**src/rtl/wos_stream_ctrl.sv**
```systemverilog
// Streaming controller for the weighted order statistics rank datapath:
// frames samples into the datapath and buffers results in a 2-entry FIFO.
module wos_stream_ctrl #(
    parameter int DATA_BITS = 8,
    parameter int N         = 7,
    parameter int K_BITS    = (N - 3) / 2
) (
    input  logic                 clk,
    input  logic                 rst,
    input  logic [K_BITS-1:0]    cfg_k,
    input  logic                 cfg_load,
    output logic                 cfg_err,
    input  logic                 s_valid,
    output logic                 s_ready,
    input  logic [DATA_BITS-1:0] s_data,
    input  logic                 s_last,
    output logic                 dp_rst,
    output logic                 dp_shift,
    output logic [DATA_BITS-1:0] dp_data,
    output logic [K_BITS-1:0]    dp_k,
    input  logic [DATA_BITS-1:0] dp_out,
    output logic                 m_valid,
    input  logic                 m_ready,
    output logic [DATA_BITS-1:0] m_data,
    output logic                 m_last,
    output logic                 busy,
    output logic                 short_frame
);
    localparam int CNT_W = $clog2(N);

    typedef enum logic [2:0] {
        S_IDLE,
        S_INIT,
        S_FILL,
        S_RUN,
        S_FLUSH
    } state_t;

    state_t               state;
    logic [K_BITS-1:0]    k_reg;
    logic [CNT_W-1:0]     fill_cnt;
    logic [CNT_W-1:0]     fill_last;
    logic [K_BITS-1:0]    k_inc;
    logic                 cfg_ok;
    logic                 pend;
    logic                 pend_last;
    logic [DATA_BITS-1:0] fifo_data [2];
    logic                 fifo_last [2];
    logic                 wr_ptr;
    logic                 rd_ptr;
    logic [1:0]           fifo_cnt;
    logic [2:0]           occ;
    logic                 accept;
    logic                 push;
    logic                 pop;

    // Fill count value of the last FILL accept: W-2 = 1 + 2*popcount(k_reg).
    always_comb begin
        fill_last = CNT_W'(1);
        for (int i = 0; i < K_BITS; i++) begin
            fill_last = fill_last + (k_reg[i] ? CNT_W'(2) : CNT_W'(0));
        end
    end

    // Thermometer code: adding one to LSB-first contiguous ones clears every set bit.
    always_comb begin
        k_inc  = cfg_k + K_BITS'(1);
        cfg_ok = ((cfg_k & k_inc) == '0);
    end

    assign pop     = m_valid & m_ready;
    assign push    = pend;
    assign occ     = {1'b0, fifo_cnt} + {2'b00, pend} - {2'b00, pop};

    always_comb begin
        s_ready = 1'b0;
        case (state)
            S_FILL:  s_ready = 1'b1;
            S_RUN:   s_ready = (occ < 3'd2);
            default: s_ready = 1'b0;
        endcase
    end

    assign accept   = s_valid & s_ready;
    assign dp_shift = accept;
    assign dp_data  = s_data;
    assign dp_k     = k_reg;
    assign dp_rst   = rst | (state == S_INIT);
    assign m_valid  = (fifo_cnt != 2'd0);
    assign m_data   = fifo_data[rd_ptr];
    assign m_last   = fifo_last[rd_ptr];
    assign busy     = (state != S_IDLE) | (fifo_cnt != 2'd0);

    always_ff @(posedge clk or posedge rst) begin
        if (rst) begin
            state       <= S_IDLE;
            k_reg       <= '1;
            fill_cnt    <= '0;
            pend        <= 1'b0;
            pend_last   <= 1'b0;
            cfg_err     <= 1'b0;
            short_frame <= 1'b0;
        end else begin
            cfg_err     <= cfg_load & (~cfg_ok | (state != S_IDLE));
            short_frame <= 1'b0;
            pend        <= 1'b0;
            if (cfg_load && cfg_ok && state == S_IDLE) begin
                k_reg <= cfg_k;
            end
            case (state)
                S_IDLE: begin
                    if (s_valid && !cfg_load) begin
                        state <= S_INIT;
                    end
                end
                S_INIT: begin
                    fill_cnt <= '0;
                    state    <= S_FILL;
                end
                S_FILL: begin
                    if (accept) begin
                        fill_cnt <= fill_cnt + CNT_W'(1);
                        if (s_last) begin
                            state       <= S_FLUSH;
                            short_frame <= 1'b1;
                        end else if (fill_cnt == fill_last) begin
                            state <= S_RUN;
                        end
                    end
                end
                S_RUN: begin
                    if (accept) begin
                        pend      <= 1'b1;
                        pend_last <= s_last;
                        if (s_last) begin
                            state <= S_FLUSH;
                        end
                    end
                end
                S_FLUSH: begin
                    if (!pend && fifo_cnt == 2'd0) begin
                        state <= S_IDLE;
                    end
                end
                default: state <= S_IDLE;
            endcase
        end
    end

    // Result FIFO: the datapath output is captured the cycle after its shift.
    always_ff @(posedge clk or posedge rst) begin
        if (rst) begin
            for (int i = 0; i < 2; i++) begin
                fifo_data[i] <= '0;
                fifo_last[i] <= 1'b0;
            end
            wr_ptr   <= 1'b0;
            rd_ptr   <= 1'b0;
            fifo_cnt <= 2'd0;
        end else begin
            if (push) begin
                fifo_data[wr_ptr] <= dp_out;
                fifo_last[wr_ptr] <= pend_last;
                wr_ptr            <= ~wr_ptr;
            end
            if (pop) begin
                rd_ptr <= ~rd_ptr;
            end
            case ({push, pop})
                2'b10:   fifo_cnt <= fifo_cnt + 2'd1;
                2'b01:   fifo_cnt <= fifo_cnt - 2'd1;
                default: fifo_cnt <= fifo_cnt;
            endcase
        end
    end
endmodule

```
**config.mk**
```make
export PLATFORM = sky130hd
export DESIGN_NAME = wos_stream_ctrl
export DESIGN_NICKNAME = d
export VERILOG_FILES = /design/src/rtl/wos_stream_ctrl.sv
export SDC_FILE = /design/constraint.sdc
export NUM_CORES = 1
export LEC_CHECK = 0
export BUFFER_PORTS_ARGS = -buffer_cell sky130_fd_sc_hd__buf_2
export CORE_ASPECT_RATIO = 0.7
export CORE_UTILIZATION = 47
export CTS_BUF_LIST = sky130_fd_sc_hd__clkbuf_8
export DETAILED_ROUTE_END_ITERATION = 16
export PLACE_DENSITY_LB_ADDON = 0.2
export SKIP_LAST_GASP = 1
export SYNTH_ARGS = -nofsm -noshare
export SYNTH_HDL_FRONTEND = slang
export SYNTH_SLANG_ARGS = --single-unit
```
**constraint.sdc**
```tcl
create_clock -name clk -period 4.83 [get_ports clk]
set_input_delay 0.7245 -clock clk [delete_from_list [all_inputs] [get_ports clk]]
set_output_delay 0.7245 -clock clk [all_outputs]
set_load 0.02 [all_outputs]
```
* Word level (Yosys, flattened, before mapping) *
Cells that the tools add are included.

word-level totals
  bits of input ports = 24
  register bits after elaboration = 34
  output and inout bits = 26

cells by class
  bitwise gates (word level) = 12
  equality and inequality tests = 13
  $add $sub $neg = 8
  multiplexer cells = 31
  reduce and logical (&&, ||, !) cells = 17
  order comparisons = 4

operators by type and width
  kind                                                                    number
  8-bit 2-to-1 mux                                                        4
  3-bit 2-to-1 mux                                                        8
  16-bit bitwise mux                                                      1
  3-bit case mux with 5 select lines                                      1
  1-bit 2-to-1 mux                                                        9
  8-bit demux with 1-bit select                                           1
  2-bit inequality test (second input constant)                           4
  3-bit by 2-bit equality test with 1-bit output (second input constant)  2
  3-bit case mux with 2 select lines                                      1
  6-bit AND reduction                                                     1
  2-bit nonzero test                                                      3
  1-bit logical AND                                                       5
  2-bit by 1-bit adder with 2-bit output (second input constant)          2
  2-bit greater-or-equal comparator (second input constant)               2
  2-bit zero test                                                         2
  2-bit 2-to-1 mux                                                        2
  1-bit NOT with 2-bit output                                             2
  2-bit case mux with 2 select lines                                      1
  2-bit AND reduction                                                     2
  1-bit by 2-bit adder with 3-bit output (first input constant)           1
  2-bit by 1-bit adder with 3-bit output                                  1
  3-bit by 1-bit adder with 3-bit output (second input constant)          1
  3-bit by 2-bit adder with 3-bit output                                  1
  1-bit AND                                                               3
  other kinds (20)                                                        25

* Logic depth before layout (Yosys ltp) *
Gate-level depths: netlist of run 1.

  depth in word-level cells = 8
  gate-level depth with buffers = 8

* Worst setup path after synthesis of run 1 *
Ideal clock, no wire load.

  path type = register to output
  start point = reg fifo_cnt[0]
  end point = out s_ready
  slack = 1.339 ns
  arrival = 2.766 ns
  path buffers = 0
  stages on the path, launching flop included = 8
  cell sequence = dfrtp_1 > or2_2 > and2_1 > ha_1 > nor2_1 > fa_1 > or2_2 > a211oi_1

on the way
  word-level cells in the longest chain between the ends = 5
  elaborated cells on any way between the ends = 6
  those cells by class = add/sub: 2; order compare: 1; mux: 1; bitwise: 1; reduce/logical: 1

ends and longest elaborated chain
  item                                                   line  text
  from (decl)                                            51    logic [1:0] fifo_cnt;
  from (signal assigned)                                 170   2'b10: fifo_cnt <= fifo_cnt + 2'd1;
  from (signal assigned)                                 171   2'b01: fifo_cnt <= fifo_cnt - 2'd1;
  from (signal assigned)                                 172   default: fifo_cnt <= fifo_cnt;
  2-bit nonzero test                                     89    assign m_valid = (fifo_cnt != 2'd0);
  net m_valid                                            22    output logic m_valid,
  1-bit AND                                              71    assign pop = m_valid & m_ready;
  net pop                                                55    logic pop;
  3-bit by 1-bit subtractor with 3-bit output            73    assign occ = {1'b0, fifo_cnt} + {2'b00, pend} - {2'b00, pop};
  3-bit by 2-bit less-than comparator with 1-bit output  79    S_RUN: s_ready = (occ < 3'd2);
  1-bit case mux with 2 select lines                     77    case (state)
  to (decl)                                              14    output logic s_ready,

The timed path passes the listed nets, and every way through them passes these cells.

* Worst setup path after layout of run 1 *
  start point = reg fifo_cnt[0]
  end point = out s_ready

on the way
  word-level cells in the longest chain between the ends = 5
  elaborated cells on any way between the ends = 6
  those cells by class = add/sub: 2; order compare: 1; mux: 1; bitwise: 1; reduce/logical: 1

ends and longest elaborated chain
  item                                                   line
  2-bit nonzero test                                     89
  1-bit AND                                              71
  net pop                                                55
  3-bit by 1-bit subtractor with 3-bit output            73
  3-bit by 2-bit less-than comparator with 1-bit output  79
  1-bit case mux with 2 select lines                     77

The timed path passes the listed nets, and every way through them passes these cells.

==> results.py, run 1 <==
metrics = {
    "finish": {
        "layout.core_utilization": 0.568,
        "syn_to_final_growth_pct": 14.4,
        "multiInputGateArea_um2": 792,
        "number_of_filler_cells_placed_in_the_layout": 318,
        "fin_cells": 225,
        "drive_above_1_share": 0.429,
        "sequential_cell_area_um2": 853,
        "finish.net_count": 204,
        "antenna_cells_inserted": 0,
    },
    "power_and_ir_drop": {
        "power.share.combinational": 0.421,
        "sw_frac_of_total": 0.374,
        "intPower_uw": 858,
        "power_density_nw_per_um2": 680,
        "totalPowerFinal_mw": 1.37,
        "clkPwrFrac": 0.191,
        "power_leakage_nw": 0.918,
        "ir_drop_uv": 369,
        "switching_power_uw": 514,
        "seqPwrFrac": 0.389,
    },
    "sta": {
        "max_freq_mhz": 273,
        "maxSlewViolCount": 0,
        "fin_ws_ns": 1.17,
        "setup_viol_count_final": 0,
        "rsz0062_at_grt": "false",
        "worst_case_headroom_to_the_max_slew_limit": 0.623,
        "timing_worst_slew_pin_value_ns": 0.566,
        "totalNegativeSetupSlack_ns": 0,
        "worst_clock_skew_ns": 0.00788,
        "final_hold_viol_count": 0,
        "min_period_over_period": 0.758,
        "layout_min_cycle_time_ns": 3.66,
    },
    "setup_path": {
        "critical_path_depth": 8,
        "worst_path_required_time_ns": 4.11,
        "worst-setup-path-type": "flop to output pin",
        "timing.critical_path.buf_inv": 1,
        "most_numerous_cell_on_the_critical_path": "sky130_fd_sc_hd__or2_2",
        "critPathTopFamily": "simple AND/OR/NAND/NOR gates",
        "critical_path_arrival_ns": 2.94,
        "critical_path.startpoint_type": "flop",
        "crit_chain": "or2_2 -> and2_1 -> ha_1 -> nor2_1 -> fa_1 -> or2_2 -> a211oi_1 -> buf_2",
        "critPathMaxFanout": 5,
        "critical-path-max-stage-delay_ns": 0.51,
        "ff2ff_path_depth": 7,
        "critical-path-slowest-cell": "sky130_fd_sc_hd__fa_1",
        "endpoint_kind": "output pin",
    },
    "synth": {
        "ys_ff_latch": 34,
        "synth_sequential_area_ratio": 0.483,
        "synth_cell_type_count": 36,
        "postSynthCellCount": 149,
        "synth.avg_cell_area_um2": 11.8,
        "count_of_yosys_warnings_during_synthesis": 0,
        "syn-cell-area_um2": 1770,
        "synth.net_count": 178,
    },
    "place": {
        "preCtsSetupSlack_ns": 1.44,
        "routabilityCongestion": 0.811,
        "port_buffers": 33,
        "dpl.cell_count": 218,
        "dp_hpwl_mm": 2.27,
    },
    "run_status": {
        "run_status": "finished, final reports clean",
    },
    "detailed_routing": {
        "drt_drc_violations_left": 0,
        "drt-total-wl_mm": 3.20,
        "avgRoutedWirePerCell_um": 14.2,
        "route.vias.total": 1198,
        "vias_per_cell": 5.32,
        "postRouteAntennaNets": 0,
        "drt_pre_antenna_iters": 4,
        "detail_route.iter0.violations": 89,
    },
    "clock_tree": {
        "clock_latency_ns": 0.28,
        "post_cts_resized": 0,
        "cts.clk_slew.worst_paths_ns": 0.06,
        "htree_levels": 2,
        "clock_tree.root_cell": "sky130_fd_sc_hd__clkbuf_8",
        "clock_sink_count": 34,
        "cts_hold_repair.buffers": 0,
        "cts-buffers-inserted": 5,
        "cts.repair_timing.setup_buffer_count": 0,
        "cts_max_path_buffers": 2,
        "tritoncts": "built",
    },
    "floorplanning": {
        "core-area_um2": 3560,
        "fp-row-count": 18,
        "die_height_um": 53.3,
        "effective_utilization_at_floorplan": 0.496,
        "ios": 50,
        "fp.dieArea_um2": 4010,
        "die_width_um": 75.3,
    },
    "min_path": {
        "min-delay-path-class": "flop to flop",
        "min_path_cells": 1,
    },
    "global_route": {
        "vias_in_the_first_global_route": 1187,
        "global_route.usage.total": 0.182,
        "antenna_found_initial": 0,
        "largest_net_degree_at_the_start_of_global_routing": 36,
        "grt_pass1_wl_mm": 5.33,
        "grt_overflow_total": 0,
    },
    "job": {
        "maxCapViolCount": 0,
    },
}
-- worst paths after layout --
check / startpoint / slack (ns) / end
min reg2reg: wr_ptr / 0.48 / wr_ptr
min in group asynchronous: rst / 0.53 / fifo_cnt[1]
min: wr_ptr / 0.48 / wr_ptr
max: fifo_cnt[0] / 1.17 / s_ready
max in group asynchronous: rst / 3.97 / dp_k[1]
max reg2reg: fifo_cnt[0] / 2.14 / pend_last
-- per-layer routing --
metal	wire (um)	global-route usage	share of wire
met2	1470	0.287	0.46
met5	0	0	0
met3	146	0.0533	0.046
met1	1560	0.240	0.49
met4	23	0.0586	0.0072
-- layout by cell type, fill, tap and decap left out, types with 2 or more instances in the layout --
cell                        n
sky130_fd_sc_hd__xnor2_1    5
sky130_fd_sc_hd__nand2b_1   2
sky130_fd_sc_hd__ha_1       4
sky130_fd_sc_hd__nand2_1    5
sky130_fd_sc_hd__o21ai_0    7
sky130_fd_sc_hd__or2_2      2
sky130_fd_sc_hd__nand3_1    2
sky130_fd_sc_hd__dfrtp_1   32
sky130_fd_sc_hd__inv_1      7
sky130_fd_sc_hd__buf_2     33
sky130_fd_sc_hd__nor4b_1    2
sky130_fd_sc_hd__a31oi_1    4
sky130_fd_sc_hd__nor2_1     6
sky130_fd_sc_hd__a211oi_1   2
sky130_fd_sc_hd__clkbuf_8   6
sky130_fd_sc_hd__mux2_2    27
sky130_fd_sc_hd__and2_1     2
sky130_fd_sc_hd__a21oi_1    6
sky130_fd_sc_hd__xor2_1     2
sky130_fd_sc_hd__dfstp_2    2
-- synth_stat cells, drive strengths merged --
library cell	n	area, um2
clkbuf	1	3.75
nand3b	1	7.51
ha	4	50.1
o211ai	1	7.51
nand4b	1	8.76
o311ai	1	8.76
nand2	5	18.8
a31oi	4	25.0
fa	1	20.0
inv	7	26.3
a211oi	2	15.0
and3b	1	8.76
or2	2	12.5
a32o	1	10.0
nor2	6	22.5
a22oi	1	7.51
a32oi	1	8.76
nand3	2	10.0
mux2	28	315
dfrtp	32	801
nand2b	2	12.5
buf	14	90.1
nor4b	3	41.3
a21oi	6	30.0
dfstp	2	52.6
and2	2	12.5
o31a	1	8.76
o31ai	1	7.51
xnor2	6	60.1
o21ai	7	35.0
nor3	1	10.0
xor2	2	17.5
-- kinds of logic after synthesis --
logic type	count (synthesis)	share of synthesized area
DFF	34	0.483
muxes	28	0.179
AOI/OAI and AO/OA	26	0.0928
and+or+nand+nor	26	0.0936
buffers and inverters	22	0.0680
xor gates and xnor gates	8	0.0439
adders and majority gates	5	0.0397
-- per-stage QoR --
| step | hold slack (ns) | cell area (um2) |
|---|---|---|
| floorplan | 0.454 | 1770 |
| global placement | 0.469 | 1910 |
| detailed placement | 0.473 | 1910 |
| CTS | 0.484 | 2020 |
| global route | 0.521 | 2020 |
| finish | 0.481 | 2020 |
-- power groups by stage --
stage	logic [mW]	registers, mW	clock network [mW]
final	0.577	0.533	0.262
after global routing	0.640	0.552	0.284
after CTS	0.585	0.534	0.269
after detailed placement	0.581	0.539	0
after global placement	0.562	0.526	0
after floorplan	0.513	0.484	0
-- state kept, by name, summed over array words and instances, names as in the netlist --
| register | cells |
|---|---|
| cfg_err | 1 |
| dp_k | 2 |
| pend_last | 1 |
| rd_ptr | 1 |
| pend | 1 |
| fill_cnt | 3 |
| fifo_last | 2 |
| fifo_cnt | 2 |
| short_frame | 1 |
| wr_ptr | 1 |
| fifo_data | 16 |
| state | 3 |
-- layout make-up --
| class | count | share of cell area |
|---|---|---|
| Sequential cell | 34 | 0.423 |
| Clock buffer | 6 | 0.0409 |
| Inverter | 7 | 0.0130 |
| Clock inverter | 1 | 0.0149 |
| Timing Repair Buffer | 34 | 0.0855 |
| Multi-Input combinational cell | 93 | 0.392 |
| Tap cell | 50 | 0.0310 |
Note: power is estimated with default switching activity, not from simulation.
==> run 2: changes to the inputs <==
Clock period 4.83 ns to 3.4 ns, I/O delays scaled along.
==> run 2 against run 1 <==
Power grew 42%. Sequential share of layout area shrank 0.43 points. Core utilization grew 0.67 points. Via count grew 0.33%. Combinational power grew 55%. Flip-flop and latch count is the same. Hold slack lost 0.092 ns. Sequential power grew 41%. Register-to-register slack lost 1.4 ns. Global-route usage grew 0.22 points. Non-clock buffer count grew 3. Critical endpoint unchanged. Largest power group unchanged.
==> results.py, run 2 (synthesis results as in run 1) <==
metrics = {
    "clock_tree": {
        "clock_tree.root_cell": "sky130_fd_sc_hd__clkbuf_8",
        "cts_hold_repair.buffers": 0,
        "cts.clk_slew.worst_paths_ns": 0.07,
        "clock_latency_ns": 0.28,
        "cts_max_path_buffers": 2,
        "cts-buffers-inserted": 5,
        "clock_sink_count": 34,
        "htree_levels": 2,
        "tritoncts": "built",
    },
    "job": {
        "maxCapViolCount": 0,
    },
    "floorplanning": {
        "ios": 50,
        "effective_utilization_at_floorplan": 0.496,
        "fp.dieArea_um2": 4010,
        "die_height_um": 53.3,
        "fp-row-count": 18,
        "die_width_um": 75.3,
        "core-area_um2": 3560,
    },
    "sta": {
        "totalNegativeSetupSlack_ns": 0,
        "timing_worst_slew_pin_value_ns": 0.556,
        "final_hold_viol_count": 0,
        "setup_viol_count_final": 0,
        "layout_min_cycle_time_ns": 3.22,
        "worst_clock_skew_ns": 0.00802,
        "worst_case_headroom_to_the_max_slew_limit": 0.629,
        "max_freq_mhz": 311,
        "rsz0062_at_grt": "false",
        "min_period_over_period": 0.946,
        "maxSlewViolCount": 0,
    },
    "detailed_routing": {
        "avgRoutedWirePerCell_um": 14.0,
        "postRouteAntennaNets": 0,
        "vias_per_cell": 5.25,
        "drt_drc_violations_left": 0,
        "detail_route.iter0.violations": 97,
        "drt_pre_antenna_iters": 4,
        "route.vias.total": 1202,
        "drt-total-wl_mm": 3.20,
    },
    "global_route": {
        "vias_in_the_first_global_route": 1174,
        "antenna_found_initial": 0,
        "largest_net_degree_at_the_start_of_global_routing": 35,
        "global_route.usage.total": 0.184,
        "grt_overflow_total": 0,
        "grt_pass1_wl_mm": 5.29,
    },
    "setup_path": {
        "ff2ff_path_depth": 8,
        "endpoint_kind": "output pin",
        "critPathMaxFanout": 5,
        "critical_path_arrival_ns": 2.71,
        "worst_path_required_time_ns": 2.89,
        "critical_path.startpoint_type": "flop",
        "worst-setup-path-type": "flop to output pin",
    },
    "finish": {
        "layout_commonest_cell": "sky130_fd_sc_hd__buf_2",
        "most-common-layout-cells": "sky130_fd_sc_hd__buf_2 (33), sky130_fd_sc_hd__dfrtp_1 (31), sky130_fd_sc_hd__mux2_2 (27), sky130_fd_sc_hd__inv_1 (8), sky130_fd_sc_hd__o21ai_0 (7)",
        "layout.core_utilization": 0.574,
        "number_of_filler_cells_placed_in_the_layout": 312,
        "finish.net_count": 207,
        "fin_cells": 229,
        "top_register": "fifo_data",
        "largest_register_ffs": 16,
        "syn_to_final_growth_pct": 15.7,
        "layout_top_registers": "fifo_data x16, fill_cnt x3, state x3",
        "antenna_cells_inserted": 0,
        "drive_above_1_share": 0.458,
    },
    "power_and_ir_drop": {
        "totalPowerFinal_mw": 1.94,
        "ir_drop_uv": 448,
        "power_density_nw_per_um2": 951,
        "power_leakage_nw": 0.929,
    },
    "run_status": {
        "run_status": "finished, final reports clean",
    },
    "place": {
        "dp_hpwl_mm": 2.30,
        "dpl.cell_count": 218,
        "port_buffers": 33,
        "routabilityCongestion": 0.810,
    },
    "min_path": {
        "min-delay-path-class": "primary input to asynchronous set/reset pin",
    },
}
[run 2: stage by stage]
stage / worst slack [ns] / hold slack [ns] / area, um2
5_1_grt: 0.0626 / 0.438 / 2040
3_3_place_gp: 0.341 / 0.469 / 1910
4_1_cts: 0.0161 / 0.399 / 2010
6_report: 0.184 / 0.388 / 2040
2_1_floorplan: 0.124 / 0.454 / 1770
3_5_place_dp: 0.264 / 0.470 / 1910
[run 2: metal layers]
metal | routed length [um] | vias up | share of wire | track usage
met3 | 144 | 7 | 0.045 | 0.0495
li1 | - | 580 | - | -
met1 | 1540 | 578 | 0.48 | 0.251
met4 | 36 | 0 | 0.011 | 0.0617
met5 | 0 | - | 0 | 0
met2 | 1470 | 37 | 0.46 | 0.282
[run 2: report_power, final]
| group | total, mW | internal, mW | switching [mW] |
|---|---|---|---|
| clock | 0.297 | 0.160 | 0.137 |
| combinational | 0.896 | 0.453 | 0.442 |
| sequential | 0.751 | 0.582 | 0.169 |
| total | 1.94 | 1.20 | 0.748 |
[run 2: cell type report]
| cell class | instances | area, um2 | share of cell area |
|---|---|---|---|
| Multi-Input combinational cell | 93 | 813 | 0.398 |
| Timing Repair Buffer | 37 | 195 | 0.0955 |
| Tap cell | 50 | 62.6 | 0.0306 |
| Clock inverter | 2 | 8.76 | 0.00429 |
| Clock buffer | 6 | 82.6 | 0.0404 |
| Sequential cell | 34 | 855 | 0.418 |
| Inverter | 7 | 26.3 | 0.0129 |
[run 2: critical path, cell delays in order, from the launching register on]
cell and delay (ns):
sky130_fd_sc_hd__dfrtp_1 0.42, sky130_fd_sc_hd__or2_4 0.27, sky130_fd_sc_hd__and2_4 0.17, sky130_fd_sc_hd__ha_1 0.28
sky130_fd_sc_hd__nor2_2 0.04, sky130_fd_sc_hd__fa_2 0.37, sky130_fd_sc_hd__xnor2_4 0.17, sky130_fd_sc_hd__or2_2 0.30
sky130_fd_sc_hd__a211oi_1 0.21, sky130_fd_sc_hd__buf_2 0.19
[run 2: path summary, 6_finish.rpt]
path | end | slack (ns) | start
min | fifo_last[0] | 0.39 | rst
max reg2reg | pend_last | 0.78 | fifo_cnt[0]
min in group clk | dp_k[1] | 0.48 | cfg_load
max | s_ready | 0.18 | fifo_cnt[0]
min reg2reg | wr_ptr | 0.48 | wr_ptr
max in group asynchronous | dp_k[0] | 2.67 | rst
[run 2: timing repair]
item	CTS	global route
gates resized for setup	2	5
cloned	0	0
setup endpoints to repair	1	2
pin swaps	1	1
setup buffers	1	2
